$ cat src/rtl/scroll_pkg.sv
// Shared encodings and screen geometry for the digit scroll sequencer.
package scroll_pkg;

   typedef enum logic [1:0] {
      ST_IDLE   = 2'd0,
      ST_LOAD   = 2'd1,
      ST_SCROLL = 2'd2
   } scroll_state_e;

   localparam logic [3:0] GLYPH_BLANK = 4'd13;
   localparam int         GLYPH_W     = 43;
   localparam int         H_ACTIVE    = 640;
   localparam int         V_ACTIVE    = 480;

endpackage

$ cat src/rtl/digit_fifo.sv
// Glyph code queue: pointer-plus-count FIFO with the head visible combinationally.
module digit_fifo #(
   parameter int DEPTH = 4
) (
   input  logic       clk,
   input  logic       rst,
   input  logic       push,
   input  logic       pop,
   input  logic [3:0] din,
   output logic [3:0] dout,
   output logic       full,
   output logic       empty
);

   localparam int AW = (DEPTH > 1) ? $clog2(DEPTH) : 1;
   localparam int CW = $clog2(DEPTH) + 1;

   logic [3:0]    mem_q [DEPTH];
   logic [AW-1:0] wr_ptr_q, wr_ptr_d;
   logic [AW-1:0] rd_ptr_q, rd_ptr_d;
   logic [CW-1:0] count_q, count_d;
   logic          push_ok;
   logic          pop_ok;

   assign full  = (count_q == CW'(DEPTH));
   assign empty = (count_q == '0);
   assign dout  = mem_q[rd_ptr_q];

   // full is sampled before any same-cycle pop, so a push while full is dropped
   assign push_ok = push && !full;
   assign pop_ok  = pop && !empty;

   always_comb begin
      wr_ptr_d = wr_ptr_q;
      rd_ptr_d = rd_ptr_q;
      count_d  = count_q + CW'(push_ok) - CW'(pop_ok);
      if (push_ok) wr_ptr_d = wr_ptr_q + AW'(1);
      if (pop_ok)  rd_ptr_d = rd_ptr_q + AW'(1);
   end

   always_ff @(posedge clk or posedge rst) begin
      if (rst) begin
         wr_ptr_q <= '0;
         rd_ptr_q <= '0;
         count_q  <= '0;
      end else begin
         wr_ptr_q <= wr_ptr_d;
         rd_ptr_q <= rd_ptr_d;
         count_q  <= count_d;
      end
   end

   always_ff @(posedge clk) begin
      if (push_ok) mem_q[wr_ptr_q] <= din;
   end

endmodule

$ cat src/rtl/digit_scroll_ctrl.sv
// Queues glyph codes and scrolls each one right-to-left, one STEP per frame.
//
// state  | meaning
// IDLE   | nothing shown, waiting for a queued glyph
// LOAD   | pop head of queue into result, border to entry position
// SCROLL | move border left each unpaused frame tick until the glyph exits
module digit_scroll_ctrl
   import scroll_pkg::*;
#(
   parameter int FIFO_DEPTH   = 4,
   parameter int STEP         = 2,
   parameter int BORDER_START = H_ACTIVE + GLYPH_W,
   parameter int BORDER_END   = GLYPH_W
) (
   input  logic       clk,
   input  logic       rst,
   input  logic [9:0] h_cnt,
   input  logic [9:0] v_cnt,
   input  logic       push,
   input  logic [3:0] push_code,
   input  logic       pause,
   output logic       full,
   output logic       busy,
   output logic [3:0] result,
   output logic [9:0] border
);

   localparam logic [9:0] START_W = 10'(BORDER_START);
   localparam logic [9:0] STEP_W  = 10'(STEP);
   // border - STEP <= BORDER_END, rearranged so the subtract can never wrap
   localparam logic [9:0] EXIT_AT = 10'(BORDER_END + STEP);

   scroll_state_e state_q, state_d;
   logic [3:0]    result_q, result_d;
   logic [9:0]    border_q, border_d;
   logic          pop;
   logic          tick;
   logic          fifo_empty;
   logic [3:0]    fifo_dout;

   digit_fifo #(.DEPTH(FIFO_DEPTH)) u_fifo (
      .clk   (clk),
      .rst   (rst),
      .push  (push),
      .pop   (pop),
      .din   (push_code),
      .dout  (fifo_dout),
      .full  (full),
      .empty (fifo_empty)
   );

   assign tick   = (h_cnt == '0) && (v_cnt == 10'(V_ACTIVE));
   assign busy   = (state_q != ST_IDLE) || !fifo_empty;
   assign result = result_q;
   assign border = border_q;

   always_comb begin
      state_d  = state_q;
      result_d = result_q;
      border_d = border_q;
      pop      = 1'b0;
      case (state_q)
         ST_IDLE: begin
            result_d = GLYPH_BLANK;
            border_d = START_W;
            if (!fifo_empty) state_d = ST_LOAD;
         end
         ST_LOAD: begin
            pop      = 1'b1;
            result_d = fifo_dout;
            border_d = START_W;
            state_d  = ST_SCROLL;
         end
         ST_SCROLL: begin
            if (tick && !pause) begin
               if (border_q <= EXIT_AT) begin
                  result_d = GLYPH_BLANK;
                  border_d = START_W;
                  state_d  = fifo_empty ? ST_IDLE : ST_LOAD;
               end else begin
                  border_d = border_q - STEP_W;
               end
            end
         end
         default: begin
            result_d = GLYPH_BLANK;
            border_d = START_W;
            state_d  = ST_IDLE;
         end
      endcase
   end

   always_ff @(posedge clk or posedge rst) begin
      if (rst) begin
         state_q  <= ST_IDLE;
         result_q <= GLYPH_BLANK;
         border_q <= START_W;
      end else begin
         state_q  <= state_d;
         result_q <= result_d;
         border_q <= border_d;
      end
   end

endmodule

$ cat config.mk
export PLATFORM = sky130hd
export DESIGN_NAME = digit_scroll_ctrl
export DESIGN_NICKNAME = d
export VERILOG_FILES = /design/src/rtl/scroll_pkg.sv /design/src/rtl/digit_fifo.sv /design/src/rtl/digit_scroll_ctrl.sv
export SDC_FILE = /design/constraint.sdc
export NUM_CORES = 1
export LEC_CHECK = 0
export BUFFER_PORTS_ARGS = -buffer_cell sky130_fd_sc_hd__clkbuf_2
export CAP_MARGIN = 20
export CELL_PAD_IN_SITES_DETAIL_PLACEMENT = 0
export CELL_PAD_IN_SITES_GLOBAL_PLACEMENT = 1
export CORE_ASPECT_RATIO = 0.5
export CORE_MARGIN = 5
export CORE_UTILIZATION = 30
export CTS_BUF_LIST = sky130_fd_sc_hd__clkbuf_4
export DETAILED_ROUTE_END_ITERATION = 6
export PLACE_DENSITY = 0.71
export SLEW_MARGIN = 25
export SYNTH_ARGS = -nofsm -noshare
export SYNTH_HDL_FRONTEND = slang
export SYNTH_SLANG_ARGS = --single-unit
export TNS_END_PERCENT = 50
$ cat constraint.sdc
create_clock -name clk -period 2.85 [get_ports clk]
set_input_delay 0 -clock clk [delete_from_list [all_inputs] [get_ports clk]]
set_output_delay 0 -clock clk [all_outputs]
set_load 0.05 [all_outputs]
* Word level (Yosys, flattened, before mapping)
Memory sizes are Yosys's and may differ from the RTL's.
Cells that the tools add are included.
** Word-level totals
- Flip-flop bits (word level) :: 23
- Bits in writable memories :: 16
- Input port bits :: 28
- Output and inout port bits :: 16
- Word-level logic and storage cells :: 48
- Memories kept :: 1
** Cells by class
- Add/subtract/negate cells :: 5
- Magnitude comparators :: 1
- Equality and inequality tests :: 7
- Mux-type cells :: 14
- Reductions and logical operators :: 14
** Memory list
- u_fifo.mem_q :: depth 4, bits a word 4, rd ports 1, clocked after memory_dff 0, wr ports 1, RTL line digit_fifo.sv:18 : logic [3:0] mem_q [DEPTH];
** Operators with widths (number)
- $mux W10 :: 3
- $eq A10 B9 Y1 const B :: 1
- $le A10 B6 Y1 const B :: 1
- $logic_not A10 Y1 :: 1
- $sub A10 B2 Y10 const B :: 1
- $mux W4 :: 2
- $pmux W4 S2 :: 1
- $mux W2 :: 3
- $ne A2 B2 Y1 const B :: 3
- $pmux W2 S3 :: 1
- $add A2 B1 Y2 const B :: 2
- $logic_and A1 B1 Y1 :: 4
- $mux W1 :: 4
- $add A3 B1 Y3 :: 1
- $eq A3 B3 Y1 const B :: 1
- $logic_not A1 Y1 :: 3
- $logic_not A3 Y1 :: 1
- $reduce_and A3 Y1 :: 1
- $sub A3 B1 Y3 :: 1
- $eq A2 B1 Y1 const B :: 1
- $eq A2 B2 Y1 const B :: 1
- $logic_not A2 Y1 :: 1
- $reduce_and A2 Y1 :: 1
- $reduce_bool A2 Y1 :: 1
- $logic_or A1 B1 Y1 :: 1

* Depth between registers and ports, before layout
Gate-level depths: netlist (run 1).
- Depth after elaboration :: 5
- Gate-level depth with buffers :: 8
- Depth with buffers taken out :: 8

* Cells and area by module
A second synthesis (run 1) with hierarchy kept.
** Unflattened totals
- Cells, all modules :: 148
- Area, all modules :: 1949.4 um^2
** By module, submodules not included
- digit_fifo :: instances 1, cells an instance 64, area each 1058.5 um^2
- digit_scroll_ctrl :: instances 1, cells an instance 84, area each 890.9 um^2

* Worst setup path before layout (run 1)
Ideal clock, no wire load.
- Path kind :: reg2reg
- Start point :: reg u_fifo.count_q[1]
- End point :: reg u_fifo.count_q[2]
- Library setup time :: 0.123 ns
- Data arrival time :: 2.083 ns
- Required time :: 2.727 ns
- Path slack :: 0.645 ns
- Cell stages (with the launch flop) :: 9
- Clock period less this slack :: 2.205 ns
- Cells stage by stage :: dfrtp_1 -> inv_1 -> and3_1 -> nor2b_1 -> clkbuf_1 -> ha_1 -> fa_1 -> xor2_1 -> xnor2_1
** On the way
- Longest elaborated chain between the ends :: 5
- Elaborated cells between the ends (all ways) :: 8
- Classes of those cells :: 2 x add/sub; 1 x eq/ne; 5 x reduce/logical
** RTL lines
- from (decl) :: RTL line digit_fifo.sv:21 : logic [CW-1:0] count_q, count_d;
- from (signal assigned) :: RTL line digit_fifo.sv:49 : count_q <= count_d;
- $eq A3 B3 Y1 :: RTL line digit_fifo.sv:25 : assign full = (count_q == CW'(DEPTH));
- named net full :: RTL line digit_scroll_ctrl.sv:22 : output logic full,
- $logic_not A1 Y1 :: RTL line digit_fifo.sv:30 : assign push_ok = push && !full;
- $logic_and A1 B1 Y1 :: RTL line digit_fifo.sv:30
- named net u_fifo.push_ok :: RTL line digit_fifo.sv:22 : logic push_ok;
- $add A3 B1 Y3 :: RTL line digit_fifo.sv:36 : count_d = count_q + CW'(push_ok) - CW'(pop_ok);
- $sub A3 B1 Y3 :: RTL line digit_fifo.sv:36
- named net u_fifo.count_d[2] :: RTL line digit_fifo.sv:21
The timed path passes the listed nets, and every way through them passes these cells.
A chain may end at the register's enable or synchronous reset.

* Final worst setup path (run 1)
- Start point :: reg u_fifo.count_q[2]
- End point :: reg u_fifo.count_q[2]
** On the way
- Elaborated cells between the ends (all ways) :: 8
- Classes of those cells :: 2 x add/sub; 1 x eq/ne; 5 x reduce/logical
** RTL lines
- $logic_not A3 Y1 :: RTL line digit_fifo.sv:26 : assign empty = (count_q == '0);
- $logic_not A1 Y1 :: RTL line digit_fifo.sv:31 : assign pop_ok = pop && !empty;
- $logic_and A1 B1 Y1 :: RTL line digit_fifo.sv:31
- named net u_fifo.pop_ok :: RTL line digit_fifo.sv:23 : logic pop_ok;
- $sub A3 B1 Y3 :: RTL line digit_fifo.sv:36
- named net u_fifo.count_d[2] :: RTL line digit_fifo.sv:21
The timed path passes the listed nets, and every way through them passes these cells.

==> qor.txt, run 1 <==
Run status: completed
CTS tree: yes
PnR worst setup slack: 0.632 ns
Top_reg_cell synth: edfxtp_1
Register area share after synthesis: 0.575
Synthesized flop and latch total: 39
Post-CTS sizing: 0
Leakage: 0.000980 uW
Layout cells sized above 1: 0.356
P_int: 980 uW
Starting density of the core: 0.308
Total GRT Usage: 0.107
Fin Clk Skew: 0.00814 ns
Fill count: 588
Clock sink total: 39
Finished Core Util: 0.382
Initial DRC Count: 63
H-tree level count: 2
Final Hold Vio Count: 0
Post-synth top area cell: edfxtp_1
Global-route wire length before repair: 6690 um
Area share of the largest cell type after synthesis: 0.259
GP Congestion: 0.719
Final net count: 237
Async set-reset flop share out of synthesis: 0.590
Syn_nets: 184
CTS clk-pin slew, worst paths: 0.12 ns
Comb power frac: 0.202
Number of cell rows: 20
Max clock buf depth: 2
Initial antenna violation count: 0
Top cells by area, synth: edfxtp_1, dfrtp_1, dfstp_2, mux4_2, ha_1
Cells after Synth: 148
Max frequency: 451 MHz
Total Power: 1370 uW
Slew HR: 0.414
Die area: 7960 um2
Tcrit/Tclk final: 0.778
Power Density: 594 nW/um2
Post-Syn Area: 1860 um2
P_sw: 390 uW
Total gr overflow: 0
Sw Ratio: 0.284
CP arrival: 2.46 ns
HP Class: in2reg
DRT Wirelength: 3790 um
Final TNS setup: 0 ns
DRT Pass-1 Iters: 4
Max-cap viol count: 0
Worst-path fanout max: 3
Register share of total power: 0.525
Drt wl/cell: 13.1 um
Fin Hold WS: 0.0705 ns
Clock share of power: 0.272
Vias: 1296
DIE WIDTH: 121 um
Crit. End Element: register
Num ports: 44
Commonest cells in the synthesized netlist: edfxtp_1, nor2_1, dfrtp_1
Die Y: 65.6 um
Largest net degree at the start of global routing: 24
Most common cell in the synthesized netlist: edfxtp_1
CTS Root Cell: clkbuf_4
Synth unique cells: 38
Fin crit period: 2.22 ns
DR DRC count: 0
Vias in the first global route: 1432
Post-Place Worst Slack: 0.618 ns
Startpoint Class: register
Max Slew Vio Count: 0
Detailed placement HPWL: 2860 um
Post-route ant nets: 0
ANT cells: 0
CP required: 3.09 ns
Crit Path Category: reg2reg
RSZ-0062 raised after global routing: no
Core area: 6030 um2
VDD IR max: 0.159 mV
Post-synth EDFFs: 16
Later-pin clock latency in the skew report: 0.34 ns
Area Overhead vs Synth: 24.1%
Via/cell ratio: 4.47
# setup viols final: 0
CTS Buf Count: 5
Syn_area_per_cell: 12.5 um2
Port Buf Inserts: 43
Syn. warnings: 0
Worst-margin pin slew: 0.874 ns
## power by group through the flow
stage               Clock [uW]  Combinational [uW]  Sequential, uW
floorplan                    0                 197             724
global placement             0                 260             727
detailed placement           0                 280             735
CTS                        386                 287             722
global route               413                 324             731
finish                     373                 277             720
## cell type report
type,count,area (um2),share of cell area
well taps,88,110,0.0478
clock buffers,5,37.5,0.0163
inverters,12,45.0,0.0195
clock inverters,3,42.5,0.0185
flip-flops and latches,39,1070,0.463
multi-input cells,95,737,0.320
repair buffers,48,265,0.115
## stage by stage
step | cell area (um2) | cells
2_1_floorplan | 1860 | 148
3_3_place_gp | 2170 | 277
3_5_place_dp | 2170 | 277
4_1_cts | 2300 | 290
5_1_grt | 2300 | 290
6_report | 2300 | 290
## worst paths after layout
path / startpoint / endpoint / slack, ns / cells past startpoint
worst max-delay path: u_fifo.count_q[2] / u_fifo.count_q[2] / 0.63 / 8
worst min-delay path: v_cnt[8] / state_q[0] / 0.07 / 4
worst max register to register: u_fifo.count_q[2] / u_fifo.count_q[2] / 0.63 / 8
worst min register to register: state_q[0] / state_q[0] / 0.50 / 1
max in group asynchronous: rst / border[8] / 2.18 / 3
min in group asynchronous: rst / u_fifo.count_q[2] / 0.26 / 3
## kinds of logic (layout without fill, tap and decap cells)
| logic type | after synthesis | after routing | synth area share |
|---|---|---|---|
| xor gates and xnor gates | 5 | 5 | 0.0236 |
| DFF | 39 | 39 | 0.575 |
| AOI/OAI and AO/OA | 27 | 27 | 0.108 |
| adders and majority gates | 8 | 8 | 0.0579 |
| buffers and inverters | 14 | 68 | 0.0283 |
| muxes | 4 | 4 | 0.0485 |
| and+or+nand+nor | 51 | 51 | 0.158 |
## layer usage
layer | track usage | routed length (um) | up-vias
met5 | 0 | 0 | -
met4 | 0.0363 | 35 | 0
met3 | 0.0284 | 134 | 4
met2 | 0.198 | 2050 | 16
met1 | 0.121 | 1570 | 638
li1 | - | - | 638
## state kept, by name, summed over array words and instances, names as in the netlist
name / cells
u_fifo.mem_q: 16
border: 10
result: 4
u_fifo.count_q: 3
state_q: 2
u_fifo.rd_ptr_q: 2
u_fifo.wr_ptr_q: 2
## critical path, stage by stage, from the launching register on
cell and delay (ns):
dfrtp_1 0.43, nor3_1 0.34, nor2_1 0.15, ha_1 0.30, inv_1 0.04, ha_1 0.18
fa_1 0.38, xor2_1 0.18, xnor2_1 0.13
## placed cells by master (no fill, tap or decap), drive strengths merged, types with 5 or more instances in the layout
cell | Yosys | routed
a21oi | 8 | 8
clkbuf | 2 | 48
dfrtp | 14 | 14
dfstp | 9 | 9
dlygate4sd3 | 0 | 5
edfxtp | 16 | 16
ha | 7 | 7
inv | 12 | 12
nand2 | 9 | 9
nor2 | 16 | 16
o21ai | 6 | 6
o31ai | 5 | 5
## timing repair
action	in CTS	in global routing
endpoints found under the hold margin	30	0
hold buffers	5	0
buffers inserted	0	0
No activity file was read; power rests on OpenSTA's default activity.
==> run 2, diff against run 1 <==
clock period = 2.3 ns   (was 2.85 ns; I/O delays follow)
==> run 2 against run 1 <==
Effect of this change: fmax rose by 6.2%; combinational power grew 28%; global-route usage fell by 0.37 points; first-iteration DRC count is the same; clock skew increased by 0.0075 ns; sequential power up 25%; flip-flop and latch count is the same; routed wire length decreased by 0.95%; sequential share of layout area down 0.18 points; worst hold slack improved by 0.0026 ns.
==> qor.txt, run 2 (synthesis gave the netlist of run 1 again) <==
Total gr overflow: 0 (unchanged)
Worst-margin pin slew: 0.827 ns (-0.0470 ns)
CTS tree: yes
Max-cap viol count: 0 (unchanged)
Clock sink total: 39 (unchanged)
Initial antenna violation count: 0 (unchanged)
Fin area: 2310 um2 (+0.38%)
Final Hold Vio Count: 0 (unchanged)
Register share of total power: 0.528 (+0.003)
Comb power frac: 0.209 (+0.007)
Drt wl/cell: 12.9 um (-1.3%)
Largest net degree at the start of global routing: 24 (unchanged)
Setup bufs post-CTS: 0 (unchanged)
Layout cells sized above 1: 0.365 (+0.00810)
DIE WIDTH: 121 um (unchanged)
Crit. End Element: register
CTS Root Cell: clkbuf_4
# setup viols final: 0 (unchanged)
Global-route wire length before repair: 6510 um (-2.8%)
Leakage: 0.000986 uW (+0.58%)
Num ports: 44 (unchanged)
Later-pin clock latency in the skew report: 0.34 ns (about the same)
Vias in the first global route: 1415 (-1.2%)
CTS Buf Count: 5 (unchanged)
Final TNS setup: 0 ns (unchanged)
Max frequency: 479 MHz (+6.2%)
Flop2flop setup slack: 0.21 ns (-0.42 ns)
R2r endpoint: u_fifo.count_q[2]
CP arrival: 2.35 ns (-0.11 ns)
Core area: 6030 um2 (unchanged)
CP required: 2.57 ns (-0.52 ns)
Crit path max-delay cell type: dfrtp_1
Sw Ratio: 0.284 (about the same)
Post-DP Area: 2180 um2 (+0.34%)
P_int: 1220 uW (+24%)
Max FFs per register: 16 (unchanged)
Most flops, register: u_fifo.mem_q
P_sw: 484 uW (+24%)
H-tree level count: 2 (unchanged)
Initial DRC Count: 63 (unchanged)
Detailed placement HPWL: 2870 um (+0.14%)
Crit Path Category: reg2reg
Area Overhead vs Synth: 24.6%
DRT Pass-1 Iters: 4 (unchanged)
CP startpoint: state_q[1]
VDD IR max: 0.227 mV (+42%)
Worst-path cell chain: nand2b_1 > nor2_1 > ha_1 > inv_1 > ha_1 > fa_1 > xor2_1 > xnor2_1
Die Y: 65.6 um (unchanged)
DR DRC count: 0 (unchanged)
Clock share of power: 0.263 (-0.009)
Critical Path Stages: 8 (unchanged)
Worst reg2reg path startpoint: state_q[1]
GP Congestion: 0.700 (-2.5%)
R2R cell count: 8 (unchanged)
Tcrit/Tclk final: 0.908 (+0.130)
CTS clk-pin slew, worst paths: 0.12 ns (about the same)
HP Class: in2reg
Buf+Inv Stages, Crit Path: 1 (unchanged)
Fill count: 609 (+3.6%)
Power Density: 736 nW/um2 (+24%)
Max Slew Vio Count: 0 (unchanged)
Post-route ant nets: 0 (unchanged)
Run status: completed
ANT cells: 0 (unchanged)
Most used cell, CP: ha_1
Most frequent cells in the layout: clkbuf_2, edfxtp_1, nor2_1
Top delay family on crit path: adder cells
Total GRT Usage: 0.103 (-0.00369)
DRT Wirelength: 3750 um (-0.95%)
Via/cell ratio: 4.55 (+1.8%)
Startpoint Class: register
Worst path max stage delay: 0.43 ns (about the same)
Die area: 7960 um2 (unchanged)
Slew HR: 0.445 (+0.0315)
RSZ-0062 raised after global routing: no
Most common cell after layout, fill and taps aside: clkbuf_2
Vias: 1324 (+2.2%)
Port Buf Inserts: 43 (unchanged)
Starting density of the core: 0.308 (unchanged)
Final net count: 238 (+0.42%)
Worst-path fanout max: 6 (+3)
Fin Clk Skew: 0.0156 ns (+0.00750 ns)
Worst Setup EP: u_fifo.count_q[2]
Max clock buf depth: 2 (unchanged)
Number of cell rows: 20 (unchanged)
Fin crit period: 2.09 ns (-0.130 ns)
## run 2: cell type report
class                           instances  area (um2)  share of cell area
Sequential cell                        39        1070               0.461
Multi-Input combinational cell         95         742               0.321
Timing Repair Buffer                   49         273               0.118
Tap cell                               88         110              0.0476
Inverter                               12        45.0              0.0195
Clock inverter                          3        38.8              0.0168
Clock buffer                            5        37.5              0.0162
## run 2: tightest hold or removal path, cell delays in order
cell and delay, ns:
clkbuf_2 0.10, nand4b_4 0.10, o31a_2 0.14, nor4_1 0.04
## run 2: worst min path at each step
stage / startpoint / to / slack [ns] / depth (start not counted)
after floorplan: rst / border[2] / -0.005 / 1
after global routing: v_cnt[8] / state_q[0] / 0.09 / 4
after global placement: rst / u_fifo.count_q[2] / 0.21 / 2
final: v_cnt[8] / state_q[0] / 0.07 / 4
after detailed placement: rst / u_fifo.count_q[2] / 0.22 / 2
after CTS: v_cnt[8] / state_q[0] / 0.06 / 4
## run 2: power groups by stage
stage	combinational [uW]	sequential, uW	clock (uW)
after floorplan	244	897	0
after global placement	334	900	0
after detailed placement	357	908	0
after CTS	364	894	464
after global routing	414	910	489
final	355	899	448
## run 2: metal layers
layer,part of all wire,GRT usage,up-vias,wire length [um]
met2,0.52,0.194,18,1960
met5,0,0,-,0
met1,0.43,0.117,661,1620
met4,0.0043,0.0293,0,16
li1,-,-,643,-
met3,0.041,0.0275,2,154
## run 2: per-stage QoR
step	power (uW)	setup slack (ns)	hold slack, ns	cells	utilization
after CTS	1720	0.158	0.0620	291	0.383
after global routing	1810	0.0278	0.0878	291	0.384
after global placement	1230	0.263	0.211	278	0.362
after floorplan	1140	0.0947	-0.00475	148	-
after detailed placement	1260	0.191	0.221	278	0.362
final	1700	0.212	0.0731	291	0.384
## run 2: timing repair
item                                    in CTS  in global routing
endpoints found under the hold margin       30                  0
hold buffers                                 5                  0
gates resized for setup                      0                  1
endpoints found under the setup margin       0                  1
==> run 3, diff against run 2 <==
PLACE_DENSITY = 0.73   (was 0.71)
clock period = 1.9 ns   (was 2.3 ns; I/O delays follow)
==> run 3 against run 2 <==
Effect of this change: combinational power rose by 32%; flip-flop and latch count is the same; routed wire length down 1.4%; critical endpoint unchanged; largest cell class unchanged.
==> qor.txt, run 3 (synthesis gave the netlist of run 1 again) <==
CTS clk-pin slew, worst paths: 0.12 ns (about the same)
Fin Clk Skew: 0.00653 ns (-0.00911 ns)
Top delay family on crit path: adder cells
Crit. End Element: register
Fin crit period: 1.88 ns (-0.204 ns)
ANT cells: 0 (unchanged)
Vias: 1325 (+0.076%)
Die Y: 65.6 um (unchanged)
Starting density of the core: 0.308 (unchanged)
R2R cell count: 8 (unchanged)
Total GRT Usage: 0.104 (+0.00103)
CTS Root Cell: clkbuf_4
Global-route wire length before repair: 6420 um (-1.4%)
Max-cap viol count: 0 (unchanged)
Max clock buf depth: 2 (unchanged)
Post-CTS sizing: 0 (unchanged)
Cell Count, Final, Fillers Out: 304 (+4.5%)
DRT Wirelength: 3700 um (-1.4%)
R2r endpoint: u_fifo.count_q[2]
Buf+Inv Stages, Crit Path: 1 (unchanged)
Final TNS setup: 0 ns (unchanged)
Dpl cells: 290 (+4.3%)
DRT Pass-1 Iters: 4 (unchanged)
Port Buf Inserts: 43 (unchanged)
Fin area: 2430 um2 (+5.1%)
Final Hold Vio Count: 0 (unchanged)
Post-DP Area: 2290 um2 (+4.9%)
Total Power: 2120 uW (+25%)
Flop2flop setup slack: 0.02 ns (-0.20 ns)
Worst-margin pin slew: 0.482 ns (-0.345 ns)
Worst-path fanout max: 2 (-4)
Initial DRC Count: 77 (+22%)
Area Overhead vs Synth: 30.9%
Layout cells sized above 1: 0.431 (+0.0660)
Crit Path Category: reg2reg
DR DRC count: 0 (unchanged)
Total gr overflow: 0 (unchanged)
Clock sink total: 39 (unchanged)
Run status: completed
Most common cell after layout, fill and taps aside: clkbuf_2
Power Density: 872 nW/um2 (+18%)
VDD IR max: 0.321 mV (+42%)
Final net count: 251 (+5.5%)
Hold_sp: v_cnt[8]
Later-pin clock latency in the skew report: 0.34 ns (about the same)
Most flops, register: u_fifo.mem_q
Worst path max stage delay: 0.41 ns (-0.02 ns)
Startpoint Class: register
CTS tree: yes
Num ports: 44 (unchanged)
Detailed placement HPWL: 2840 um (-1.0%)
Core area: 6030 um2 (unchanged)
Fill count: 583 (-4.3%)
Number of cell rows: 20 (unchanged)
Hold EP: state_q[0]
Most frequent cells in the layout: clkbuf_2, edfxtp_1, nor2_1, dfrtp_1, buf_4
RSZ-0062 raised after global routing: yes
Leakage: 0.00105 uW (+6.1%)
Max FFs per register: 16 (unchanged)
Initial antenna violation count: 0 (unchanged)
Worst-path cell chain: nor3_2 > nor2_2 > ha_1 > inv_1 > ha_2 > fa_2 > xor2_1 > xnor2_1
Tcrit/Tclk final: 0.992 (+0.0838)
Die area: 7960 um2 (unchanged)
Fin Hold WS: 0.0578 ns (-0.0153 ns)
Post-route ant nets: 0 (unchanged)
Slew HR: 0.679 (+0.233)
CTS Buf Count: 5 (unchanged)
CP arrival: 2.13 ns (-0.22 ns)
Max Slew Vio Count: 0 (unchanged)
Largest net degree at the start of global routing: 24 (unchanged)
Max frequency: 531 MHz (+11%)
Cells on Worst Hold Path: 4 (unchanged)
DIE WIDTH: 121 um (unchanged)
Drt wl/cell: 12.2 um (-5.6%)
Vias in the first global route: 1415 (unchanged)
HP Class: in2reg
# setup viols final: 0 (unchanged)
Via/cell ratio: 4.36 (-4.2%)
Crit path max-delay cell type: dfrtp_1
Worst reg2reg path startpoint: u_fifo.count_q[1]
H-tree level count: 2 (unchanged)
GP Congestion: 0.805 (+15%)
CP required: 2.15 ns (-0.42 ns)
run 3: changes by cell type in the layout (fill, tap and decap cells not counted), sizes merged:
cell	previous run	this run
buf	1	14
clkinvlp	0	1
inv	11	13
clkinv	3	0
run 3: cell type report:
| class | count | area, um2 | area share |
|---|---|---|---|
| inverter | 12 | 45.0 | 0.0185 |
| clock buffer | 5 | 37.5 | 0.0154 |
| multi-input combinational | 95 | 754 | 0.310 |
| clock inverter | 3 | 46.3 | 0.0190 |
| tap | 88 | 110 | 0.0453 |
| timing repair buffer | 62 | 370 | 0.152 |
| sequential | 39 | 1070 | 0.439 |
run 3: repair_timing:
item / CTS / global route
buffers inserted: 1 / 0
pin swaps: 2 / 0
endpoints found under the setup margin: 1 / 1
hold endpoints to repair: 39 / 0
hold buffers: 5 / 0
run 3: report_power, final:
group | total (uW) | leakage (uW) | internal [uW] | switching [uW]
sequential | 1080 | 0.000414 | 1020 | 63.5
combinational | 469 | 0.000591 | 223 | 246
clock | 571 | 0.0000418 | 281 | 290
total | 2120 | 0.00105 | 1520 | 600
run 3: worst min-delay path, cell delays in order:
cell,delay (ns)
clkbuf_2,0.10
nand4b_4,0.10
o31a_2,0.14
nor4_1,0.04
run 3: routing by layer:
layer,vias up,GRT usage,part of all wire
li1,671,-,-
met5,-,0,0
met1,634,0.118,0.43
met2,16,0.185,0.51
met3,4,0.0378,0.046
met4,0,0.0377,0.0092
run 3: per-stage QoR:
step / setup slack, ns / utilization
CTS: -0.00427 / 0.403
global route: -0.0615 / 0.403
finish: 0.0159 / 0.403
floorplan: -0.0132 / -
detailed placement: -0.00320 / 0.380
global placement: 0.0462 / 0.380
run 3: worst max-delay path by stage:
stage,start,end,slack (ns),cells past startpoint
2_1_floorplan,border[2],border[7],-0.01,7
3_3_place_gp,u_fifo.count_q[0],u_fifo.count_q[2],0.05,8
3_5_place_dp,u_fifo.count_q[0],u_fifo.count_q[2],-0.003,8
4_1_cts,u_fifo.count_q[1],u_fifo.count_q[2],-0.004,8
5_1_grt,u_fifo.count_q[1],u_fifo.count_q[2],-0.06,8
6_report,u_fifo.count_q[1],u_fifo.count_q[2],0.02,8
